**config.mk**
```make
export PLATFORM = sky130hd
export DESIGN_NAME = irq_ctrl
export DESIGN_NICKNAME = d
export VERILOG_FILES = /design/src/rtl/irq_ctrl_pkg.sv /design/src/rtl/irq_ctrl_prio_enc.sv /design/src/rtl/irq_ctrl.sv
export SDC_FILE = /design/constraint.sdc
export NUM_CORES = 1
export LEC_CHECK = 0
export ABC_AREA = 1
export CAP_MARGIN = 10
export CORE_UTILIZATION = 25
export CTS_CLUSTER_DIAMETER = 60
export DETAILED_ROUTE_END_ITERATION = 10
export DONT_BUFFER_PORTS = 1
export SETUP_SLACK_MARGIN = 0.5
export SLEW_MARGIN = 20
export SYNTH_ARGS = -nofsm -noshare
export SYNTH_HDL_FRONTEND = slang
export SYNTH_SLANG_ARGS = --single-unit
```
**constraint.sdc**
```tcl
create_clock -name clk -period 5 [get_ports clk]
set_input_delay 0.75 -clock clk [delete_from_list [all_inputs] [get_ports clk]]
set_output_delay 0.75 -clock clk [all_outputs]
set_load 0.02 [all_outputs]
```
**src/rtl/irq_ctrl_pkg.sv**
```systemverilog
// Shared definitions for the interrupt controller: register map, default window
// base and CLAIM word layout.
package irq_ctrl_pkg;

  // Word index of each register relative to the window base.
  typedef enum logic [2:0] {
    REG_PEND  = 3'd0,
    REG_MASK  = 3'd1,
    REG_MODE  = 3'd2,
    REG_INSV  = 3'd3,
    REG_CLAIM = 3'd4
  } reg_sel_e;

  localparam logic [31:0] IRQ_BASE_DEFAULT = 32'h0000_7F20;
  localparam int          NUM_REGS         = 5;
  localparam int          CLAIM_VLD_BIT    = 31;
  localparam int          CLAIM_ID_W       = 3;

  function automatic logic [31:0] claim_word(input logic vld,
                                             input logic [CLAIM_ID_W-1:0] id);
    claim_word                   = '0;
    claim_word[CLAIM_VLD_BIT]    = vld;
    claim_word[CLAIM_ID_W-1:0]   = id;
  endfunction

endpackage

```
**src/rtl/irq_ctrl_prio_enc.sv**
```systemverilog
// Priority encoder: reports whether any bit is set and the index of the
// highest-priority (lowest-numbered) set bit.
module irq_prio_enc
  import irq_ctrl_pkg::*;
#(
  parameter int N = 6
) (
  input  logic [N-1:0]            vec,
  output logic                    any,
  output logic [CLAIM_ID_W-1:0]   idx
);

  // Scan from the top down so the lowest set index is the last one written.
  always_comb begin
    any = |vec;
    idx = '0;
    for (int i = N - 1; i >= 0; i--) begin
      if (vec[i]) idx = CLAIM_ID_W'(i);
    end
  end

endmodule

```
**src/rtl/irq_ctrl.sv**
```systemverilog
// Memory-mapped interrupt controller: pending/mask/mode/in-service registers,
// fixed priority with in-service preemption, and a CLAIM register for dispatch.
module irq_ctrl
  import irq_ctrl_pkg::*;
#(
  parameter logic [31:0] BASE = IRQ_BASE_DEFAULT,
  parameter int          NSRC = 6
) (
  input  logic            clk,
  input  logic            reset,
  input  logic [NSRC-1:0] irq_in,
  input  logic [29:0]     Addr,
  input  logic            WE,
  input  logic [31:0]     Din,
  output logic [31:0]     Dout,
  output logic [NSRC-1:0] HWInt
);

  logic [NSRC-1:0] pend, mask, mode, insv, prev;
  logic            armed;

  logic [29:0]     word_off;
  logic            in_win;
  reg_sel_e        sel;
  logic            wr_pend, wr_mask, wr_mode, wr_insv, wr_claim;

  logic [CLAIM_ID_W-1:0] claim_id;
  logic                  claim_ok;
  logic [NSRC-1:0]       claim_set, w1c, eoi, edge_det;
  logic [NSRC-1:0]       pend_next, insv_next, elig;

  logic                  insv_any, hw_any;
  logic [CLAIM_ID_W-1:0] insv_top, hw_idx;
  logic                  unused_din;

  assign word_off = Addr - BASE[31:2];
  assign in_win   = word_off < 30'(NUM_REGS);
  assign sel      = reg_sel_e'(word_off[2:0]);

  assign wr_pend  = WE && in_win && (sel == REG_PEND);
  assign wr_mask  = WE && in_win && (sel == REG_MASK);
  assign wr_mode  = WE && in_win && (sel == REG_MODE);
  assign wr_insv  = WE && in_win && (sel == REG_INSV);
  assign wr_claim = WE && in_win && (sel == REG_CLAIM);

  assign claim_id  = Din[CLAIM_ID_W-1:0];
  assign claim_ok  = wr_claim && ({29'd0, claim_id} < 32'(NSRC));
  assign claim_set = claim_ok ? (NSRC'(1) << claim_id) : '0;
  assign w1c       = wr_pend ? Din[NSRC-1:0] : '0;
  assign eoi       = wr_insv ? Din[NSRC-1:0] : '0;
  assign unused_din = ^Din[31:NSRC];

  // Edge detection stays off until prev has captured the live lines once after reset.
  assign edge_det  = irq_in & ~prev & {NSRC{armed}};

  // Edge sources: a new edge beats any clear. Level sources follow the line.
  assign pend_next = (mode & (edge_det | (pend & ~(w1c | claim_set))))
                   | (~mode & irq_in);
  // A claim in the same cycle as an EOI leaves the source in service.
  assign insv_next = (insv & ~eoi) | claim_set;

  always_ff @(posedge clk or posedge reset) begin
    if (reset) begin
      pend  <= '0;
      mask  <= '0;
      mode  <= '0;
      insv  <= '0;
      prev  <= '0;
      armed <= 1'b0;
    end else begin
      pend  <= pend_next;
      insv  <= insv_next;
      prev  <= irq_in;
      armed <= 1'b1;
      if (wr_mask) mask <= Din[NSRC-1:0];
      if (wr_mode) mode <= Din[NSRC-1:0];
    end
  end

  irq_prio_enc #(.N(NSRC)) u_insv_enc (
    .vec (insv),
    .any (insv_any),
    .idx (insv_top)
  );

  // Only sources strictly more urgent than the one in service may interrupt.
  always_comb begin
    elig = '0;
    for (int i = 0; i < NSRC; i++) begin
      elig[i] = !insv_any || (CLAIM_ID_W'(i) < insv_top);
    end
  end

  assign HWInt = pend & mask & elig;

  irq_prio_enc #(.N(NSRC)) u_hw_enc (
    .vec (HWInt),
    .any (hw_any),
    .idx (hw_idx)
  );

  always_comb begin
    Dout = '0;
    if (in_win) begin
      case (sel)
        REG_PEND:  Dout = 32'(pend);
        REG_MASK:  Dout = 32'(mask);
        REG_MODE:  Dout = 32'(mode);
        REG_INSV:  Dout = 32'(insv);
        REG_CLAIM: Dout = hw_any ? claim_word(1'b1, hw_idx) : '0;
        default:   Dout = '0;
      endcase
    end
  end

endmodule

```
==> results of run 1 <==
-- worst max-delay path by stage --
stage | start | slack, ns | end
finish | Addr[3] | 1.41 | Dout[0]
global route | Addr[3] | 1.19 | Dout[1]
CTS | Addr[3] | 1.36 | Dout[0]
detailed placement | Addr[3] | 1.38 | Dout[0]
global placement | Addr[3] | 1.37 | Dout[0]
floorplan | Addr[3] | 1.64 | Dout[0]
-- flip-flops by register name, indices dropped and copies added, names as in the netlist --
signal / cells
insv: 6
mask: 6
mode: 6
pend: 6
prev: 6
armed: 1
-- metrics by stage --
step | instances | hold slack [ns]
floorplan | 428 | 0.463
global placement | 535 | 0.484
detailed placement | 535 | 0.489
CTS | 543 | 0.431
global route | 543 | 0.466
finish | 543 | 0.431
-- cell type report --
| type | count | area (sq um) |
|---|---|---|
| multi-input cells | 302 | 1550 |
| fillers | 1199 | 7560 |
| clock buffers | 8 | 100 |
| repair buffers | 3 | 22.5 |
| flip-flops and latches | 31 | 776 |
| well taps | 136 | 170 |
| inverters | 63 | 236 |
-- routing by layer --
metal	part of all wire (%)	up-vias	global-route usage (%)
met2	46	83	22.6
met3	8.0	8	3.31
met5	0	-	0
li1	-	1250	-
met1	45	1158	16.5
met4	1.2	0	3.87
-- power by group --
part	switching [W]	total [W]	internal [W]
Combinational	0.0000559	0.0000737	0.0000179
Sequential	0.00000136	0.000256	0.000255
Clock	0.0000893	0.000215	0.000125
Total	0.000147	0.000544	0.000398
-- synthesized netlist by cell type, types with 2 or more instances --
| library cell | count | area [sq um] |
|---|---|---|
| nand2_1 | 105 | 394 |
| o21a_1 | 5 | 37.5 |
| dfrtp_1 | 31 | 776 |
| buf_2 | 4 | 20.0 |
| nand4_1 | 18 | 113 |
| nand2_2 | 6 | 37.5 |
| a21oi_1 | 3 | 15.0 |
| nor2_4 | 8 | 90.1 |
| nand2_4 | 2 | 22.5 |
| buf_4 | 25 | 188 |
| conb_1 | 2 | 7.51 |
| o21ai_1 | 4 | 20.0 |
| clkbuf_1 | 2 | 7.51 |
| nand3_1 | 27 | 135 |
| and2_1 | 3 | 18.8 |
| a21boi_0 | 2 | 15.0 |
| inv_2 | 3 | 11.3 |
| nor3_1 | 13 | 65.1 |
| inv_1 | 59 | 221 |
| nand3b_1 | 3 | 22.5 |
| nor4_1 | 2 | 12.5 |
| o22ai_1 | 6 | 37.5 |
| xor2_1 | 3 | 26.3 |
| nor2_2 | 4 | 25.0 |
| o21bai_1 | 2 | 15.0 |
| o21ai_0 | 16 | 80.1 |
| nand3_2 | 5 | 50.1 |
| o21ai_2 | 4 | 35.0 |
| nor2_1 | 28 | 105 |
-- kinds of logic (layout without fill, tap and decap cells) --
| kind of cell | Yosys count | in the layout | synth area share (%) |
|---|---|---|---|
| flip-flops | 31 | 31 | 28.7 |
| XOR/XNOR | 3 | 3 | 0.972 |
| buffers and inverters | 95 | 74 | 17.3 |
| other | 2 | 26 | 0.278 |
| adder cells (fa/ha/maj) | 1 | 1 | 0.463 |
| AND/OR/NAND/NOR | 227 | 227 | 42.0 |
| AO/OA/AOI/OAI | 45 | 45 | 10.4 |
==> flow_summary.json, run 1 <==
{
  "status": "finished clean",
  "ys_seq_area_share_pct": 28.7,
  "grt_start_max_net_pins": 32,
  "timing.slew.headroom_pct": 35.8,
  "gp_congestion": 0.869,
  "antenna_found_initial": 0,
  "antenna-diode-count": 0,
  "finalCritPeriodShare_pct": 71.8,
  "fin_nets": 478,
  "worstPathRequired_ns": 4.25,
  "finalClockSkew_ns": 0.00346,
  "dpl-instance-area_sq_um": 2760,
  "drc": 0,
  "final_area_sq_um": 2860,
  "cp_max_fo": 19,
  "grtUsageTotal_pct": 13.3,
  "synthCells": 404,
  "post_drt_wl_per_cell_um": 13.0,
  "leakagePower_nw": 1.38,
  "worst_slack_ns": 1.41,
  "postCtsSetupBuffers": 0,
  "ant_nets": 0,
  "cts_hold_buf": 0,
  "hold_viol": 0,
  "drive_above_1_share_pct": 10.8,
  "cts_made_buffers": 5,
  "route.vias.total": 2499,
  "io_buffers": 0,
  "die_y_um": 106,
  "clkSinkCount": 31,
  "first_iter_violations": 126,
  "ctsResizeCount": 0,
  "final_common_cell": "nand2_1",
  "critical_path.max_stage_delay_ns": 0.67,
  "ir_drop_mv": 0.157,
  "layout_common_cells": "105 x nand2_1, 59 x inv_1, 31 x dfrtp_1",
  "hold_class": "in2async",
  "pwr_density_cell_nw_per_um2": 191,
  "area_growth_pct": 5.65,
  "dpl_worst_slack_ns": 1.38,
  "rsz0062_at_grt": "no",
  "clk_pin_slew_worst_paths_ns": 0.06,
  "grt_first_pass_wirelength_um": 11800,
  "r2r_end": "pend[4]",
  "clk_root_buffer_cell": "clkbuf_8",
  "r2r_slack_ns": 4.10,
  "syn_area_per_cell_sq_um": 6.69,
  "drtPass1Iterations": 4,
  "grt_overflow_total": 0,
  "critPathTopFamily": "simple AND/OR/NAND/NOR gates",
  "clk_latency_ns": 0.28,
  "core_sq_um": 10400,
  "syn_area_sq_um": 2700,
  "wl_um": 7050,
  "cp_slowest_cell": "a21boi_0",
  "critPathBufInv": 1,
  "total_power_w": 0.000544,
  "clock_path_buffers": 2,
  "grt_pass1_vias": 2433,
  "tightest_slew_ns": 0.960,
  "fin_util_pct": 27.4,
  "final.setup.tns_ns": 0,
  "synthArstFlopShare_pct": 100,
  "ys.flop_type": "dfrtp_1",
  "worstPathArrival_ns": 2.84,
  "r2r-start": "armed",
  "setup_viol": 0,
  "reg2reg_depth": 4,
  "start_util_pct": 26.0,
  "num_io_pins": 109,
  "yosysUniqueCellTypes": 38,
  "dp_hpwl_um": 5510,
  "synth_edf_count": 0,
  "num_rows": 37,
  "die_w_um": 106,
  "maxCapViolations": 0,
  "fmax_mhz": 279,
  "crit_path_frequent_cell": "nor2_1",
  "avgViaCountPerCell": 4.60,
  "report.final.slew_viol_count": 0,
  "dieArea_sq_um": 11200,
  "crit_type": "in2out",
  "ys_warn_count": 0,
  "path_cells": "inv_1 > ha_1 > xor2_1 > nor2_1 > nand3_1 > nor2_1 > nand3_1 > nor2_1 > nand3_2 > nor2_8 > a21boi_0",
  "synth_seq_cells": 31,
  "cp-start-kind": "input pin",
  "crit_path_end_kind": "output pin",
  "crit_cells": 11,
  "htree_num_levels": 2,
  "period_needed_ns": 3.59,
  "cts_tree": "done"
}
Note: power is estimated with default switching activity, not from simulation.
==> run 2, diff against run 1 <==
==> constraint.sdc (replaced) <==
create_clock -name clk -period 3.5 [get_ports clk]
set_input_delay 0.525 -clock clk [delete_from_list [all_inputs] [get_ports clk]]
set_output_delay 0.525 -clock clk [all_outputs]
set_load 0.02 [all_outputs]
==> run 2 against run 1 <==
Cell area is 1.8% higher. Flip-flop and latch count stayed put. Core utilization is 0.50 points higher.
==> flow_summary.json, run 2 (synthesized netlist as in run 1, its figures left out) <==
{
  "critPathTopFamily": "simple AND/OR/NAND/NOR gates",
  "hold_class": "in2async",
  "final_common_cell": "nand2_1",
  "io_buffers": 0,
  "core_sq_um": 10400,
  "drc": 0,
  "clk_root_buffer_cell": "clkbuf_8",
  "status": "finished clean",
  "clk_latency_ns": 0.28,
  "period_needed_ns": 2.79,
  "maxCapViolations": 0,
  "drive_above_1_share_pct": 13.3,
  "worstPathRequired_ns": 2.97,
  "final.setup.tns_ns": 0,
  "layout_common_cells": "105 x nand2_1, 58 x inv_1, 31 x dfrtp_1",
  "fmax_mhz": 359,
  "path_cells": "nor2_1 > inv_1 > nor3_2 > and2_1 > nand3_1 > inv_2 > nand2_1 > a21oi_1 > o21ai_0 > a21boi_1 > buf_4",
  "route.vias.total": 2508,
  "start_util_pct": 26.0,
  "drtPass1Iterations": 4,
  "wl_um": 7170,
  "cp_slowest_cell": "dfrtp_1",
  "antenna-diode-count": 0,
  "critical_path.max_stage_delay_ns": 0.42,
  "die_y_um": 106,
  "reg2reg_depth": 4,
  "first_iter_violations": 118,
  "cp_max_fo": 4,
  "die_w_um": 106,
  "cts_made_buffers": 5,
  "cts_tree": "done",
  "hold_viol": 0,
  "multi_input_area_sq_um": 1560,
  "rsz0062_at_grt": "no",
  "crit_path_end_kind": "output pin",
  "grt_first_pass_wirelength_um": 11700,
  "leakagePower_nw": 1.41,
  "ant_nets": 0,
  "crit_type": "reg2out",
  "worstPathArrival_ns": 2.26,
  "num_io_pins": 109,
  "antenna_found_initial": 0,
  "cp-start-kind": "register",
  "area_growth_pct": 7.59,
  "fill_cells": 1138,
  "clk_pin_slew_worst_paths_ns": 0.06,
  "ir_drop_mv": 0.259,
  "dp_hpwl_um": 5580,
  "setup_viol": 0,
  "gp_congestion": 0.867,
  "grtUsageTotal_pct": 13.1,
  "post_drt_wl_per_cell_um": 13.1,
  "fin_nets": 483,
  "report.final.slew_viol_count": 0,
  "avgViaCountPerCell": 4.58,
  "regArea_sq_um": 776,
  "grt_start_max_net_pins": 32,
  "timing.slew.headroom_pct": 51.7,
  "num_rows": 37,
  "grt_overflow_total": 0,
  "dieArea_sq_um": 11200,
  "finalCritPeriodShare_pct": 79.7,
  "pwr_density_cell_nw_per_um2": 270,
  "clock_path_buffers": 2,
  "grt_pass1_vias": 2427,
  "tightest_slew_ns": 0.721,
  "fin_hold_ws_ns": 0.208,
  "clkSinkCount": 31,
  "critPathBufInv": 3,
  "crit_cells": 11,
  "finalClockSkew_ns": 0.00157,
  "htree_num_levels": 2,
  "cts_hold_buf": 0
}
run 2: cell count changes in the layout (fill, tap and decap cells not counted), moves of 2 or more:
cell | previous run | this run
buf_4 | 3 | 7
o21a_2 | 0 | 3
a21boi_0 | 2 | 0
o21a_1 | 5 | 2
a21boi_1 | 0 | 2
run 2: layout make-up:
type | instances | area share [%]
Clock buffer | 8 | 3.44
Timing Repair Buffer | 8 | 2.19
Sequential cell | 31 | 26.7
Tap cell | 136 | 5.85
Multi-Input combinational cell | 302 | 53.7
Inverter | 63 | 8.13
run 2: power by group:
part	internal, W	total, W	switching [W]
logic	0.0000261	0.000106	0.0000803
registers	0.000364	0.000366	0.00000204
clock network	0.000179	0.000312	0.000133
total	0.000569	0.000784	0.000215
run 2: routing by layer:
metal | share of wire (%) | up-vias | track usage (%)
met5 | 0 | - | 0
met4 | 1.5 | 0 | 3.37
met3 | 8.9 | 13 | 3.68
met2 | 45 | 95 | 22.1
met1 | 45 | 1141 | 16.2
li1 | - | 1259 | -
run 2: worst paths after layout:
kind | from | to | slack [ns]
max | insv[1] | Dout[0] | 0.71
min | reset | prev[3] | 0.21
max reg2reg | armed | pend[4] | 2.62
min reg2reg | insv[4] | insv[4] | 0.51
max in group asynchronous | reset | mode[0] | 3.01
min in group clk | irq_in[1] | prev[1] | 0.26
run 2: repair_timing:
action                     in CTS  in global routing
setup endpoints to repair       1                  6
buffers inserted                0                  0
gates resized for setup         1                  8
run 2: metrics by stage:
step	instance area, sq um	utilization, %	cells	total power, W	setup WS (ns)
after CTS	2890	27.8	548	0.000791	0.568
after global routing	2910	27.9	548	0.000816	0.508
after global placement	2790	26.8	540	0.000477	0.675
final	2910	27.9	548	0.000784	0.712
after detailed placement	2790	26.8	540	0.000478	0.703
after floorplan	2790	-	428	0.000487	0.595
